--- config.mk ---
export PLATFORM = sky130hd
export DESIGN_NAME = uart_tx_fsm
export DESIGN_NICKNAME = d
export VERILOG_FILES = /design/src/rtl/uart_tx_pkg.sv /design/src/rtl/uart_tx_fsm.sv
export SDC_FILE = /design/constraint.sdc
export NUM_CORES = 1
export LEC_CHECK = 0
export BUFFER_PORTS_ARGS = -buffer_cell sky130_fd_sc_hd__buf_4
export CAP_MARGIN = 40
export CORE_AREA = 5 5 42 44
export CTS_BUF_LIST = sky130_fd_sc_hd__clkbuf_8
export CTS_CLUSTER_SIZE = 28
export DETAILED_ROUTE_END_ITERATION = 8
export DIE_AREA = 0 0 47 49
export GPL_TIMING_DRIVEN = 0
export PLACE_DENSITY = 0.63
export SLEW_MARGIN = 20
export SYNTH_ARGS = -nofsm -noshare
export SYNTH_HDL_FRONTEND = slang
export SYNTH_SLANG_ARGS = --single-unit
--- constraint.sdc ---
create_clock -name CLK -period 1.12 [get_ports CLK]
set_input_delay 0.112 -clock CLK [delete_from_list [all_inputs] [get_ports CLK]]
set_output_delay 0.112 -clock CLK [all_outputs]
set_load 0.1 [all_outputs]
--- src/rtl/uart_tx_pkg.sv ---
// Shared encodings for the UART transmitter: TX output mux select values
// and the frame sequencer state encoding.
package uart_tx_pkg;

   localparam logic [1:0] LOGIC_ONE  = 2'b00;
   localparam logic [1:0] LOGIC_ZERO = 2'b01;
   localparam logic [1:0] DATA_BITS  = 2'b10;
   localparam logic [1:0] PARITY_BIT = 2'b11;

   typedef enum logic [2:0] {
      IDLE   = 3'd0,
      START  = 3'd1,
      DATA   = 3'd2,
      PARITY = 3'd3,
      STOP   = 3'd4
   } state_t;

endpackage

--- src/rtl/uart_tx_fsm.sv ---
// UART TX frame sequencer: start, DATA_WIDTH data bits LSB first, optional
// parity, stop. One bit per CLK cycle; parity config is latched per frame.
module uart_tx_fsm
   import uart_tx_pkg::*;
#(
   parameter int DATA_WIDTH = 8,
   parameter int CNT_WIDTH  = $clog2(DATA_WIDTH)
) (
   input  logic       CLK,
   input  logic       RST,
   input  logic       Data_Valid,
   input  logic       PAR_EN,
   input  logic       PAR_TYP,
   output logic       Data_Accept,
   output logic       Ser_Load,
   output logic       Ser_Enable,
   output logic [1:0] MUX_Selection,
   output logic       Par_En_Q,
   output logic       Par_Typ_Q,
   output logic       Busy
);

   // Handshake: a word is taken when Data_Valid is high in IDLE or STOP;
   // Data_Accept pulses in that same cycle and the requester then drops or
   // re-presents Data_Valid. Requests in START/DATA/PARITY are ignored.

   state_t                 r_state;
   state_t                 w_next_state;
   logic   [CNT_WIDTH-1:0] r_cnt;
   logic   [CNT_WIDTH-1:0] w_cnt_next;
   logic                   r_par_en;
   logic                   r_par_typ;
   logic                   w_accept;
   logic                   w_cnt_last;

   assign w_cnt_last = (r_cnt == CNT_WIDTH'(DATA_WIDTH - 1));

   always_ff @(posedge CLK or negedge RST) begin
      if (!RST) begin
         r_state   <= IDLE;
         r_cnt     <= '0;
         r_par_en  <= 1'b0;
         r_par_typ <= 1'b0;
      end else begin
         r_state <= w_next_state;
         r_cnt   <= w_cnt_next;
         if (w_accept) begin
            r_par_en  <= PAR_EN;
            r_par_typ <= PAR_TYP;
         end
      end
   end

   always_comb begin
      w_next_state  = IDLE;
      w_cnt_next    = '0;
      w_accept      = 1'b0;
      Ser_Enable    = 1'b0;
      MUX_Selection = LOGIC_ONE;
      Busy          = 1'b0;
      case (r_state)
         IDLE: begin
            w_accept     = Data_Valid;
            w_next_state = Data_Valid ? START : IDLE;
         end
         START: begin
            MUX_Selection = LOGIC_ZERO;
            Busy          = 1'b1;
            w_next_state  = DATA;
         end
         DATA: begin
            MUX_Selection = DATA_BITS;
            Busy          = 1'b1;
            Ser_Enable    = 1'b1;
            // Counter saturates into 0 on the last bit, so it reads 0 outside DATA.
            if (w_cnt_last) begin
               w_next_state = r_par_en ? PARITY : STOP;
            end else begin
               w_next_state = DATA;
               w_cnt_next   = r_cnt + 1'b1;
            end
         end
         PARITY: begin
            MUX_Selection = PARITY_BIT;
            Busy          = 1'b1;
            w_next_state  = STOP;
         end
         STOP: begin
            Busy         = 1'b1;
            w_accept     = Data_Valid;
            w_next_state = Data_Valid ? START : IDLE;
         end
         default: begin
            w_next_state = IDLE;
         end
      endcase
   end

   assign Data_Accept = w_accept;
   assign Ser_Load    = w_accept;
   assign Par_En_Q    = r_par_en;
   assign Par_Typ_Q   = r_par_typ;

endmodule
Word-level counts from Yosys, hierarchy flattened. Index checks and enable logic that the tools add are counted.

Memories kept: 0. Memory bits (writable): 0. Output and inout bits: 8. Logic and storage cells: 23. Latch bits: 0. Bits in read-only memories: 0. Bits of input ports: 5. Flip-flop bits (word level): 8.

Bitwise gates (word level): 0. Equal/unequal tests: 5. Shifts and indexed selects: 0. Div/mod/pow operators: 0. Reductions and logical operators: 3. $mul: 0. Add/subtract/negate cells: 1. Order comparisons: 0. Multiplexer cells: 10.

Operator list (count): $mux 3 (4); $pmux 3 s4 (1); $eq 3x2->1 const B (2); $eq 3x3->1 const B (2); $pmux 2 s3 (1); $mux 1 (4); $reduce_or 4->1 (1); $add 3x1->3 const B (1); $eq 3x1->1 const B (1); $logic_not 3->1 (1); $reduce_or 2->1 (1).

Logic depth before layout (Yosys ltp). Gate-level depths: netlist of the first run.

Word-level depth: 3. Mapped depth: 4. Mapped depth without buffers: 4.

Least setup slack after synthesis of the first run. Ideal clock, no wire load.

Path type: register to output. Start point: reg r_state[0]. End point: out Busy. Cell stages (with the launch flop): 4. Buffers on the path: 1. Required time: 1.008 ns. Arrival: 2.206 ns. Path slack: -1.198 ns. Cells stage by stage: dfrtp_1 > buf_2 > nor2_1 > xnor2_1.

Cells in the longest elaborated chain, start to end: 3. Elaborated cells between the ends (all ways): 6. Those cells by class: 4 x eq/ne; 1 x mux; 1 x reduce/logical.

RTL lines: start, declared (line uart_tx_fsm.sv:27) `state_t r_state;`; start signal, assigned (line uart_tx_fsm.sv:45) `r_state <= w_next_state;`; $eq 3x2->1, or another cell as far along (line uart_tx_fsm.sv:61) `case (r_state)`; $reduce_or 4->1 (no line) *; $mux 1 * (line uart_tx_fsm.sv:61); end, declared (line uart_tx_fsm.sv:20) `output logic Busy`.

Mark *: on every way between the ends. The rest lies on a longest branch, timed or not.

Final worst setup path of the first run.
Start point: reg r_state[1]. End point: out Data_Accept.

Cells in the longest elaborated chain, start to end: 3. Elaborated cells between the ends (all ways): 4. Those cells by class: 1 x eq/ne; 1 x mux; 2 x reduce/logical.

RTL lines: $eq 3x3->1 or $logic_not 3->1 (tied branches) (line uart_tx_fsm.sv:61); $reduce_or 2->1 (no line) *; $mux 1 * (line uart_tx_fsm.sv:61); end, declared (line uart_tx_fsm.sv:14) `output logic Data_Accept,`.

Marked as above.

==> results of run 1 <==
logic make-up (layout without fill, tap and decap cells):
group	after synthesis	after routing
multiplexers	2	2
XOR/XNOR	1	1
buffers and inverters	3	30
AND/OR/NAND/NOR	12	12
AO/OA/AOI/OAI	3	3
adder cells (fa/ha/maj)	2	2
flip-flops	8	8
flip-flops by register name, indices dropped and copies added, names as in the netlist:
name and count:
Par_En_Q 1, r_cnt 3, Par_Typ_Q 1, r_state 3
timing repair:
item / in CTS / in global routing
endpoints found under the hold margin: 8 / 0
hold buffers: 1 / 0
pin swaps: 1 / 1
buffers inserted: 7 / 3
gates resized for setup: 21 / 5
setup endpoints to repair: 12 / 13
final timing paths:
kind                            startpoint     endpoint  slack (ps)  cells past startpoint
max in group asynchronous              RST   r_state[2]         740                      2
worst max register to register  r_state[1]     Par_En_Q        -240                      4
worst min-delay path                PAR_EN     Par_En_Q         120                      2
worst max-delay path            r_state[1]  Data_Accept        -260                      3
min in group asynchronous              RST   r_state[0]         240                      2
worst min register to register    r_cnt[0]     r_cnt[0]         460                      1
per-stage QoR:
stage                     util, %  hold WS, ps  TNS [ps]  cells
final                       58.04        115.7     -2257     74
after global routing        58.04        110.4     -2806     74
after CTS                   54.91        111.4     -2041     71
after detailed placement    41.34       -62.31     -1104     59
after global placement      41.34       -62.03     -1029     59
after floorplan                 -       -183.6     -3627     31
layer usage:
metal / GRT usage (%) / vias up / share of wire (%)
met5: 0 / - / 0
met4: 5.530 / 0 / 0
met3: 4.428 / 0 / 9.6
met2: 14.93 / 15 / 51
met1: 12.39 / 170 / 39
li1: - / 160 / -
cell usage in the layout, fill, tap and decap left out, types with 2 or more instances in the layout:
master	count
buf_4	13
buf_6	6
dfrtp_1	5
buf_12	5
dfrtp_2	3
clkbuf_8	3
nor2_4	2
nor2b_4	2
nand2b_1	2
mux2_4	2
final cells by class:
type	count	area, um^2	area share, %
Multi-Input combinational cell	20	261.5	32.15
Timing Repair Buffer	23	252.7	31.08
Sequential cell	8	203.9	25.08
Clock buffer	3	41.29	5.077
Buffer	2	22.52	2.769
Tap cell	16	20.02	2.462
Inverter	1	7.507	0.9231
Clock inverter	1	3.754	0.4615
==> results by group, run 1 <==
Floorplan
  • Std-Cell Rows: 14
  • Die area: 0.002303 mm^2
  • Core area: 0.001401 mm^2
  • Io pins: 13
  • Die height: 49 um
  • Initial Utilization: just under 30%
  • Die W: 47 um

Clock network
  • CTS tree: built
  • H-tree depth: 1
  • Skew-Pair Late Insertion Delay: 230 ps
  • CTS Buffer Depth: 2
  • CTS Buf Count: 3
  • CTS Sinks: 8
  • Clock-pin transition on the worst setup and hold timing paths: about 40 ps
  • Root buf cell: clkbuf_8

Synth
  • EDFF count, synth: 0
  • Synth area leaders: dfrtp_1 (49%), mux2_4 (7.3%), ha_1 (6.1%)
  • Syn Std Cell Area: approximately 410 um^2
  • Area fraction of the dominant cell type after synthesis: between 40% and 50%
  • Most frequent cell after synthesis: dfrtp_1
  • Simple-gate area share of the yosys netlist: 23.85%
  • Synth unique cells: 19
  • Main combinational cell family by area after synthesis: simple AND/OR/NAND/NOR gates
  • Mux cell area share after synthesis: 7.339%
  • Top_reg_cell synth: dfrtp_1
  • Synthesized Nets: 38
  • Mean post-synth cell area: 13.20 um^2
  • Post-Synth XOR/XNOR Area: 2.141%
  • Sequential share of the synthesized area: roughly half
  • Yosys top cell by area: dfrtp_1
  • Compound-cell area share of the yosys netlist: 7.645%
  • Post-synth ARST share: 100.0%
  • Post-Synth Adder-Cell Area: 6.116%
  • Seq cells post-synth: 8
  • Yosys warning count: 0
  • Cell count after synthesis: 31

GRT
  • First-pass GRT wire length: 1656 um
  • Vias in the first global route: 360
  • Largest net degree at the start of global routing: 9
  • Gr ovfl total: 0
  • Global Route Usage Sum: 10.29%
  • Initial antenna violation count: 0

Timing
  • Post-route worst setup slack: -264.0 ps
  • Final setup vio count: 12
  • Layout Skew: 6.766 ps
  • Fin crit period: between 1000 and 1500 ps
  • Maximum clock rate: 722.5 MHz
  • Relative slew margins: 81.40%
  • Final count of hold timing violations: 0
  • Worst Tran Pin Value: 281.3 ps
  • Fin. max-slew vios: 0
  • Final worst-path cycle share: 123.6%
  • RSZ-0062 raised after global routing: true

Critical path
  • WP data required: between 1000 and 1500 ps
  • Arrival @ worst endpoint: 1270 ps
  • Crit-path max FO: 4
  • CP Class: reg2out
  • Crit-path slowest cell: dfrtp_2
  • WP buf/inv: 2
  • Crit-path max cell delay: 450 ps
  • Worst setup EP type: output port
  • Kind of cell adding the most delay to the critical path: flip-flops
  • Type of origin of the critical path: flop
  • Cells along the critical path: nor3b_4 > buf_6 > buf_12

Layout
  • Final #Nets: 66
  • Share of post-route cells with drive strength above 1: slightly below 80%
  • Final Cell Area: 813.3 um^2
  • Fill cells: about 120
  • Area delta synth->final: 98.78%
  • Ant. Diodes: 0

Routing
  • Wirelength per Cell: between 10 and 15 um
  • 1st-iter DRT viols: 5
  • DR vias: 345
  • Antenna violation net count after detailed routing: 0
  • Final wirelength: 979 um
  • Initial DRT Pass Iterations: 4
  • Avg Vias per Cell: 4.662
  • DR DRC count: 0

Outcome
  • Outcome: complete, but fails checks
  • Failing checks: negative setup slack

Placement
  • Placed cell areas: 579.3 um^2
  • Worst slack at placement: -196.2 ps
  • Port bufs: 12
  • Gp weighted congestion: 0.6608

Worst hold path
  • Hold Crit Class: in2reg

Flow run
  • Maximum capacitance violations: 0
Power of run 1 is left out: the tool's default activity adds up to more than one toggle a clock period on the data nets, which glitch-free logic cannot reach.
==> run 2: changes to the inputs <==
Settings changed: ABC_AREA from default to 0, PLACE_DENSITY 0.63 to 0.61.
Clock period 1.12 ns to 1.35 ns, I/O delays scaled along.
==> results by group, run 2 (synthesis gave the netlist of run 1 again) <==
Critical path
  • CP Class: reg2out
  • Type of origin of the critical path: flop
  • Crit-path max FO: 4
  • FF-to-FF setup slack: ~10 ps
  • WP data required: ~1200 ps
  • Worst setup EP type: output port
  • Reg2reg start: r_state[1]
  • Crit path from: r_state[0]
  • Arrival @ worst endpoint: 1250 ps

Placement
  • Placed cell areas: between 500 and 600 um^2
  • Port bufs: 12
  • Worst slack at placement: about 5.4 ps
  • Final HPWL DP: 546.7 um
  • # placed instances: 59
  • Gp weighted congestion: between 0.6 and 0.7

Clock network
  • Clock-pin transition on the worst setup and hold timing paths: roughly 40 ps
  • CTS Buffer Depth: 2
  • CTS tree: built
  • CTS Sinks: 8
  • H-tree depth: 1
  • Root buf cell: clkbuf_8
  • Skew-Pair Late Insertion Delay: 230 ps
  • CTS Buf Count: 3

Timing
  • RSZ-0062 raised after global routing: true
  • Fin crit period: 1381 ps
  • Fin. max-slew vios: 0
  • Final worst-path cycle share: 102.3%
  • Relative slew margins: 81.57%
  • Final count of hold timing violations: 0
  • Maximum clock rate: 724.3 MHz
  • Final setup vio count: 3
  • Worst Tran Pin Value: about 280 ps
  • Layout Skew: 4.345 ps
  • Fin Setup TNS: -59.75 ps
  • Post-route worst setup slack: -30.67 ps

Floorplan
  • Std-Cell Rows: 14
  • Core area: 0.001401 mm^2
  • Io pins: 13
  • Initial Utilization: 29.20%
  • Die height: 49 um
  • Die area: 0.002303 mm^2
  • Die W: approximately 47 um

Outcome
  • Outcome: complete, but fails checks
  • Failing checks: negative setup slack

Layout
  • Largest regs: r_cnt: 3 flops, r_state: 3 flops
  • Most frequent cells in the layout: buf_4 (10), buf_6 (6), buf_12 (6), dfrtp_1 (5)
  • Area delta synth->final: 94.19%
  • Most common cell after layout, fill and taps aside: buf_4
  • Final #Nets: 65
  • Fill cells: between 100 and 150
  • Final non-filler cell total: 73
  • Share of post-route cells with drive strength above 1: a little under three quarters
  • Ant. Diodes: 0
  • Final Cell Area: 794.5 um^2

GRT
  • Global Route Usage Sum: 9.808%
  • Vias in the first global route: around 370
  • Initial antenna violation count: 0
  • Largest net degree at the start of global routing: 9
  • Gr ovfl total: 0
  • First-pass GRT wire length: 1628 um

Routing
  • 1st-iter DRT viols: 0
  • Avg Vias per Cell: 4.548
  • Initial DRT Pass Iterations: 1
  • Wirelength per Cell: 12.85 um
  • Antenna violation net count after detailed routing: 0
  • Final wirelength: 938 um
  • DR DRC count: 0
  • DR vias: 332

Flow run
  • Maximum capacitance violations: 0

Worst hold path
  • Hold path startpoint: PAR_EN
  • Hold Crit Class: in2reg
[run 2: worst paths after layout]
path | to | cells past startpoint
min in group asynchronous | r_cnt[0] | 2
min reg2reg | r_cnt[0] | 1
max | Busy | 4
min | Par_En_Q | 2
max in group asynchronous | r_state[2] | 2
max reg2reg | Par_Typ_Q | 4
[run 2: repair_timing]
item	in CTS	in global routing
cloned	0	0
pin swaps	1	1
endpoints found under the hold margin	8	0
resized for setup	16	11
setup buffers	9	1
hold buffers	1	0
setup endpoints to repair	6	8
[run 2: per-stage QoR]
step,utilization (%),hold slack [ps]
floorplan,-,-160.6
global placement,39.29,-40.10
detailed placement,39.29,-42.04
CTS,53.84,136.0
global route,56.70,136.7
finish,56.70,140.7
[run 2: area by class of cell]
| class | count | area, um^2 | share of cell area [%] |
|---|---|---|---|
| repair buffers | 22 | 265.3 | 33.39 |
| multi-input cells | 20 | 230.2 | 28.98 |
| flip-flops and latches | 8 | 203.9 | 25.67 |
| clock buffers | 3 | 41.29 | 5.197 |
| plain buffers | 2 | 22.52 | 2.835 |
| well taps | 16 | 20.02 | 2.520 |
| inverters | 1 | 7.507 | 0.9449 |
| clock inverters | 1 | 3.754 | 0.4724 |
[run 2: layer usage]
metal	vias to the layer above	GRT usage (%)	share of wire, %
met3	2	4.428	8.7
met5	-	0	0
met2	11	15.16	51
met4	0	4.147	0.43
li1	160	-	-
met1	159	11.31	39
[run 2: critical path: stages, from the launching register on]
cell and delay (ps):
dfrtp_1 410, buf_6 150, nor2_4 110, xnor2_2 120
buf_8 220
Power of run 2 is left out for the same reason.
